[config.mk]
export PLATFORM = sky130hd
export DESIGN_NAME = seg7_scroll_ctrl
export DESIGN_NICKNAME = d
export VERILOG_FILES = /design/src/rtl/seg7_pkg.sv /design/src/rtl/seg7_char_decoder.sv /design/src/rtl/seg7_scroll_ctrl.sv
export SDC_FILE = /design/constraint.sdc
export NUM_CORES = 1
export LEC_CHECK = 0
export BUFFER_PORTS_ARGS = -buffer_cell sky130_fd_sc_hd__buf_2
export CAP_MARGIN = 20
export CORE_MARGIN = 5
export CORE_UTILIZATION = 60
export DETAILED_ROUTE_END_ITERATION = 7
export GPL_TIMING_DRIVEN = 0
export PLACE_DENSITY = 0.74
export SYNTH_ARGS = -nofsm -noshare
export SYNTH_HDL_FRONTEND = slang
export SYNTH_SLANG_ARGS = --single-unit
[constraint.sdc]
create_clock -name clock -period 21.7 [get_ports clock]
set_input_delay 3.255 -clock clock [delete_from_list [all_inputs] [get_ports clock]]
set_output_delay 3.255 -clock clock [all_outputs]
set_load 0.02 [all_outputs]
[src/rtl/seg7_pkg.sv]
// seg7_pkg: character codes, active-low segment patterns and FSM states shared by the scroll controller
package seg7_pkg;
  localparam logic [4:0] CH_0 = 5'd0, CH_1 = 5'd1, CH_2 = 5'd2, CH_3 = 5'd3, CH_4 = 5'd4;
  localparam logic [4:0] CH_5 = 5'd5, CH_6 = 5'd6, CH_7 = 5'd7, CH_8 = 5'd8, CH_9 = 5'd9;
  localparam logic [4:0] CH_A = 5'd10, CH_H = 5'd11, CH_L = 5'd12, CH_R = 5'd13, CH_S = 5'd14;
  localparam logic [4:0] CH_T = 5'd15, CH_P = 5'd16, CH_U = 5'd17, CH_E = 5'd18, CH_MINUS = 5'd19;
  localparam logic [4:0] CH_BLANK = 5'd31;
  // {g,f,e,d,c,b,a}, a zero lights the segment
  localparam logic [6:0] SEG_0 = 7'h40, SEG_1 = 7'h79, SEG_2 = 7'h24, SEG_3 = 7'h30, SEG_4 = 7'h19;
  localparam logic [6:0] SEG_5 = 7'h12, SEG_6 = 7'h02, SEG_7 = 7'h78, SEG_8 = 7'h00, SEG_9 = 7'h10;
  localparam logic [6:0] SEG_A = 7'h08, SEG_H = 7'h09, SEG_L = 7'h47, SEG_R = 7'h2F, SEG_S = 7'h12;
  localparam logic [6:0] SEG_T = 7'h07, SEG_P = 7'h0C, SEG_U = 7'h41, SEG_E = 7'h06, SEG_MINUS = 7'h3F;
  localparam logic [6:0] SEG_BLANK = 7'h7F;
  typedef enum logic {ST_IDLE, ST_SCROLL} state_t;
endpackage

[src/rtl/seg7_char_decoder.sv]
// seg7_char_decoder: 5-bit character code to active-low segment pattern, unknown codes blank
module seg7_char_decoder
  import seg7_pkg::*;
(
  input  logic [4:0] code,
  output logic [6:0] pattern
);
  always_comb begin
    case (code)
      CH_0: pattern = SEG_0;
      CH_1: pattern = SEG_1;
      CH_2: pattern = SEG_2;
      CH_3: pattern = SEG_3;
      CH_4: pattern = SEG_4;
      CH_5: pattern = SEG_5;
      CH_6: pattern = SEG_6;
      CH_7: pattern = SEG_7;
      CH_8: pattern = SEG_8;
      CH_9: pattern = SEG_9;
      CH_A: pattern = SEG_A;
      CH_H: pattern = SEG_H;
      CH_L: pattern = SEG_L;
      CH_R: pattern = SEG_R;
      CH_S: pattern = SEG_S;
      CH_T: pattern = SEG_T;
      CH_P: pattern = SEG_P;
      CH_U: pattern = SEG_U;
      CH_E: pattern = SEG_E;
      CH_MINUS: pattern = SEG_MINUS;
      default: pattern = SEG_BLANK;
    endcase
  end
endmodule

[src/rtl/seg7_scroll_ctrl.sv]
// seg7_scroll_ctrl: scrolls a buffered message across a multiplexed common-anode 7-segment display
module seg7_scroll_ctrl
  import seg7_pkg::*;
#(
  parameter int CLK_HZ = 100000000,
  parameter int NUM_DIGITS = 4,
  parameter int MSG_DEPTH = 32,
  parameter int STEP_CYCLES = 50000000,
  parameter int REFRESH_CYCLES = 65536,
  parameter int AW = $clog2(MSG_DEPTH)
) (
  input  logic                  clock,
  input  logic                  reset,
  input  logic                  wr_en,
  input  logic [AW-1:0]         wr_addr,
  input  logic [4:0]            wr_data,
  input  logic [AW:0]           msg_len,
  input  logic                  start,
  input  logic                  stop,
  input  logic                  mode_wrap,
  input  logic                  dir,
  input  logic                  pause,
  output logic [6:0]            seg,
  output logic                  dp,
  output logic [NUM_DIGITS-1:0] an,
  output logic                  busy,
  output logic                  done
);
  localparam int DW = $clog2(NUM_DIGITS);
  localparam int SW = $clog2(STEP_CYCLES);
  localparam int RW = $clog2(REFRESH_CYCLES + 1);
  localparam int IW = AW + 2;
  logic [4:0] mem [MSG_DEPTH];
  state_t state;
  logic [AW-1:0] pos, pos_next, rd_idx;
  logic [AW:0] len;
  logic wrap, rdir, tick, last, ref_last, blank;
  logic [SW-1:0] step_cnt;
  logic [RW-1:0] ref_cnt;
  logic [DW-1:0] dig;
  logic [IW-1:0] sum, div;
  logic [6:0] pattern;
  assign dp = 1'b1;
  always_ff @(posedge clock)
    if (wr_en) mem[wr_addr] <= wr_data;
  always_comb begin
    tick = state == ST_SCROLL && !pause && step_cnt == SW'(STEP_CYCLES - 1);
    last = ({1'b0, pos} + (AW+1)'(1)) == len;
    pos_next = !wrap ? pos + AW'(1)
             : rdir ? (pos == '0 ? AW'(len - (AW+1)'(1)) : pos - AW'(1))
             : (last ? '0 : pos + AW'(1));
    ref_last = ref_cnt == RW'(REFRESH_CYCLES - 1);
    sum = IW'(pos) + IW'(NUM_DIGITS - 1) - IW'(dig);
    div = len == '0 ? IW'(1) : IW'(len);
    blank = state != ST_SCROLL || (!wrap && sum >= IW'(len));
    rd_idx = AW'(wrap ? sum % div : sum);
  end
  seg7_char_decoder u_dec (.code(mem[rd_idx]), .pattern(pattern));
  // an and seg come from the same registered digit index so they always switch together
  always_ff @(posedge clock or posedge reset)
    if (reset) begin
      ref_cnt <= '0;
      dig <= DW'(NUM_DIGITS - 1);
      an <= '1;
      seg <= SEG_BLANK;
    end else begin
      ref_cnt <= ref_last ? '0 : ref_cnt + RW'(1);
      if (ref_last) dig <= dig == '0 ? DW'(NUM_DIGITS - 1) : dig - DW'(1);
      an <= state == ST_SCROLL ? ~(NUM_DIGITS'(1) << dig) : '1;
      seg <= blank ? SEG_BLANK : pattern;
    end
  always_ff @(posedge clock or posedge reset)
    if (reset) begin
      state <= ST_IDLE;
      pos <= '0;
      len <= '0;
      wrap <= 1'b0;
      rdir <= 1'b0;
      step_cnt <= '0;
      busy <= 1'b0;
      done <= 1'b0;
    end else begin
      done <= 1'b0;
      if (stop) begin
        state <= ST_IDLE;
        busy <= 1'b0;
        step_cnt <= '0;
      end else if (start && msg_len != '0) begin
        state <= ST_SCROLL;
        busy <= 1'b1;
        pos <= '0;
        len <= msg_len;
        wrap <= mode_wrap;
        rdir <= dir;
        step_cnt <= '0;
      end else if (state == ST_IDLE) begin
        step_cnt <= '0;
      end else if (!pause) begin
        step_cnt <= tick ? '0 : step_cnt + SW'(1);
        if (tick && !wrap && last) begin
          state <= ST_IDLE;
          busy <= 1'b0;
          done <= 1'b1;
        end else if (tick) begin
          pos <= pos_next;
        end
      end
    end
endmodule

==> flow_summary.ini <==
[run_status]
outcome = finished, final reports clean

[floorplanning]
fp-row-count = 52
dieArea_um2 = 23380
die_y_um = 152.9
die_x_um = 152.9
start_util_pct = 60.76
num_io_pins = 38
core_um2 = 20170

[worst_setup_path]
startpoint_type = flip-flop
required_ns = 22.13
crit_family = compound AO/OA/AOI/OAI gates
crit_start = dig[1]
crit_buf_inv = 7
worstSetupPathType = reg -> reg
crit_arrival_ns = 13.37
r2r-start = dig[1]
slowest_stage = dfstp_2
crit_fanout = 10
crit_top_cell = ha_1
cp-end-kind = flip-flop
max_stage_delay_ns = 0.54

[yosys]
muxShareOfSynthArea_pct = 5.023
ys_seq_area_share_pct = 54.04
synth-compound-area-share_pct = 11.64
synthesis.nets = 1175
synthTopCellsByArea = edfxtp_1 (39%), dfrtp_1 (12%), ha_1 (5.8%), nor2_1 (3.5%), nand2_1 (3.4%)
synth_adder_area_share_pct = 6.147
async_flop_share_pct = 31.03
ys.flop_type = edfxtp_1
postSynthRegisterBits = 232
netlist.area_leader.share_pct = 39.21
synth-xor-area-share_pct = 3.931
synth_top_family_by_area = simple AND/OR/NAND/NOR gates
yosysWarnings = 0
synth.cell_area_um2 = 12250
synth.distinct_cells = 86
yosysTopAreaCell = edfxtp_1
synth_edf_count = 160
syn_inst = 1092
synth-simple-area-share_pct = 15.77
syn_avg_cell_area_um2 = 11.22

[global_route]
grt_max_degree = 73
grt_overflow_total = 0
grt_pass1_vias = 8530
antenna_found_initial = 0
grt_use_total_pct = 24.53
grt_pass1_wl_mm = 46.24

[finish]
fin_nets = 1238
areaGrowthSynthToFinish_pct = 10.57
drive_above_1_share_pct = 12.86
n_antenna_cell = 0
final_common_cell = edfxtp_1
final_cell_mix = edfxtp_1 (160), nor2_1 (113), nand2_1 (111)

[timing]
finalCriticalPeriod_ns = 12.94
worstMarginPinSlew_ns = 0.9502
hold_viol = 0
finClkSkew_ns = 0.02871
setup_viol = 0
slew_violations = 0
slew_headroom_pct = 36.65
fmax_mhz = 77.28
rsz0062_at_grt = no
setup-tns-final_ns = 0
post-route-period-util_pct = 59.63

[routing]
ant_nets = 0
route.detailed.drc = 0
wl_mm = 29.06
wire_per_inst_um = 20.13
via_per_inst = 6.131
drtIter0Drc = 940
firstDrtPassIters = 8
vias = 8853

[clocking]
tritoncts = yes
clk_latency_ns = 0.54
cts_buffer_depth = 3
cts_buffers = 25
clk_pin_slew_worst_paths_ns = 0.06
cts.repair.resized = 0
post-cts-setup-buffers = 0
numClockSinks = 232
root_buffer = clkbuf_16
ctsHoldBuffers = 0
cts_max_level = 1

[hold_path]
hold_path_class = reg -> reg
hold_start = ref_cnt[8]

[flow_run]
maxCapViolations = 0

[placed_design]
numPortBuffers = 36
place_hpwl_mm = 20.13
gp_congestion = 0.9108
[metrics by stage]
stage / hold WS, ns / instances / cell area [um2] / setup WS [ns] / utilization, %
final: 0.4640 / 1444 / 13550 / 8.760 / 67.18
after global routing: 0.4973 / 1444 / 13550 / 7.788 / 67.18
after CTS: 0.4711 / 1444 / 13550 / 8.895 / 67.18
after detailed placement: 0.4611 / 1398 / 12770 / 8.967 / 63.34
after global placement: 0.4553 / 1398 / 12770 / 9.107 / 63.33
after floorplan: 0.4367 / 1092 / 12250 / 10.92 / -
[path summary, 6_finish.rpt]
kind	end	slack [ns]	depth (start not counted)
worst max-delay path	seg[0]	8.76	53
worst min-delay path	ref_cnt[8]	0.46	1
worst max register to register	seg[0]	8.76	53
worst min register to register	ref_cnt[8]	0.46	1
max in group asynchronous	ref_cnt[16]	18.20	2
min in group asynchronous	busy	2.92	2
[layout make-up]
| class | instances | area, um2 |
|---|---|---|
| timing repair buffer | 36 | 180.2 |
| inverter | 46 | 175.2 |
| fill | 1534 | 6620 |
| tap | 270 | 337.8 |
| buffer | 46 | 241.5 |
| multi-input combinational | 768 | 5218 |
| clock inverter | 4 | 35.03 |
| sequential | 232 | 6623 |
| clock buffer | 42 | 739.5 |
[kinds of logic (layout without fill, tap and decap cells)]
kind of cell,Yosys count,in the layout
AOI/OAI and AO/OA,203,203
xor gates and xnor gates,55,55
adders and majority gates,59,59
buffers and inverters,92,174
DFF,232,232
muxes,52,52
other,2,2
and+or+nand+nor,397,397
[flip-flops by register name (all words and copies together), names as in the netlist]
name and count:
rdir 1, seg 7, done 1, dig 2, step_cnt 26, an 4
len 6, wrap 1, mem 160, state 1, pos 5, busy 1
ref_cnt 17
[routing by layer]
| metal | track usage (%) | share of wire, % | vias up |
|---|---|---|---|
| li1 | - | - | 4159 |
| met1 | 34.46 | 43 | 4278 |
| met2 | 40.65 | 47 | 366 |
| met3 | 4.524 | 8.4 | 50 |
| met4 | 4.794 | 1.9 | 0 |
| met5 | 0 | 0 | - |
[synthesized netlist by cell type, drive strengths merged (11+ instances only)]
cell type / instances
clkbuf: 24
o21ai: 38
nand3: 48
mux2i: 33
edfxtp: 160
a21oi: 38
nand2: 112
nand4: 15
mux2: 13
dfstp: 13
ha: 57
inv: 45
a21boi: 11
nor3: 19
xnor2: 20
and3: 23
dfrtp: 59
xor2: 35
o21a: 13
nor2: 115
buf: 22
Power is left out: the tool's default activity adds up to more than one toggle a clock period on the data nets, which glitch-free logic cannot reach.
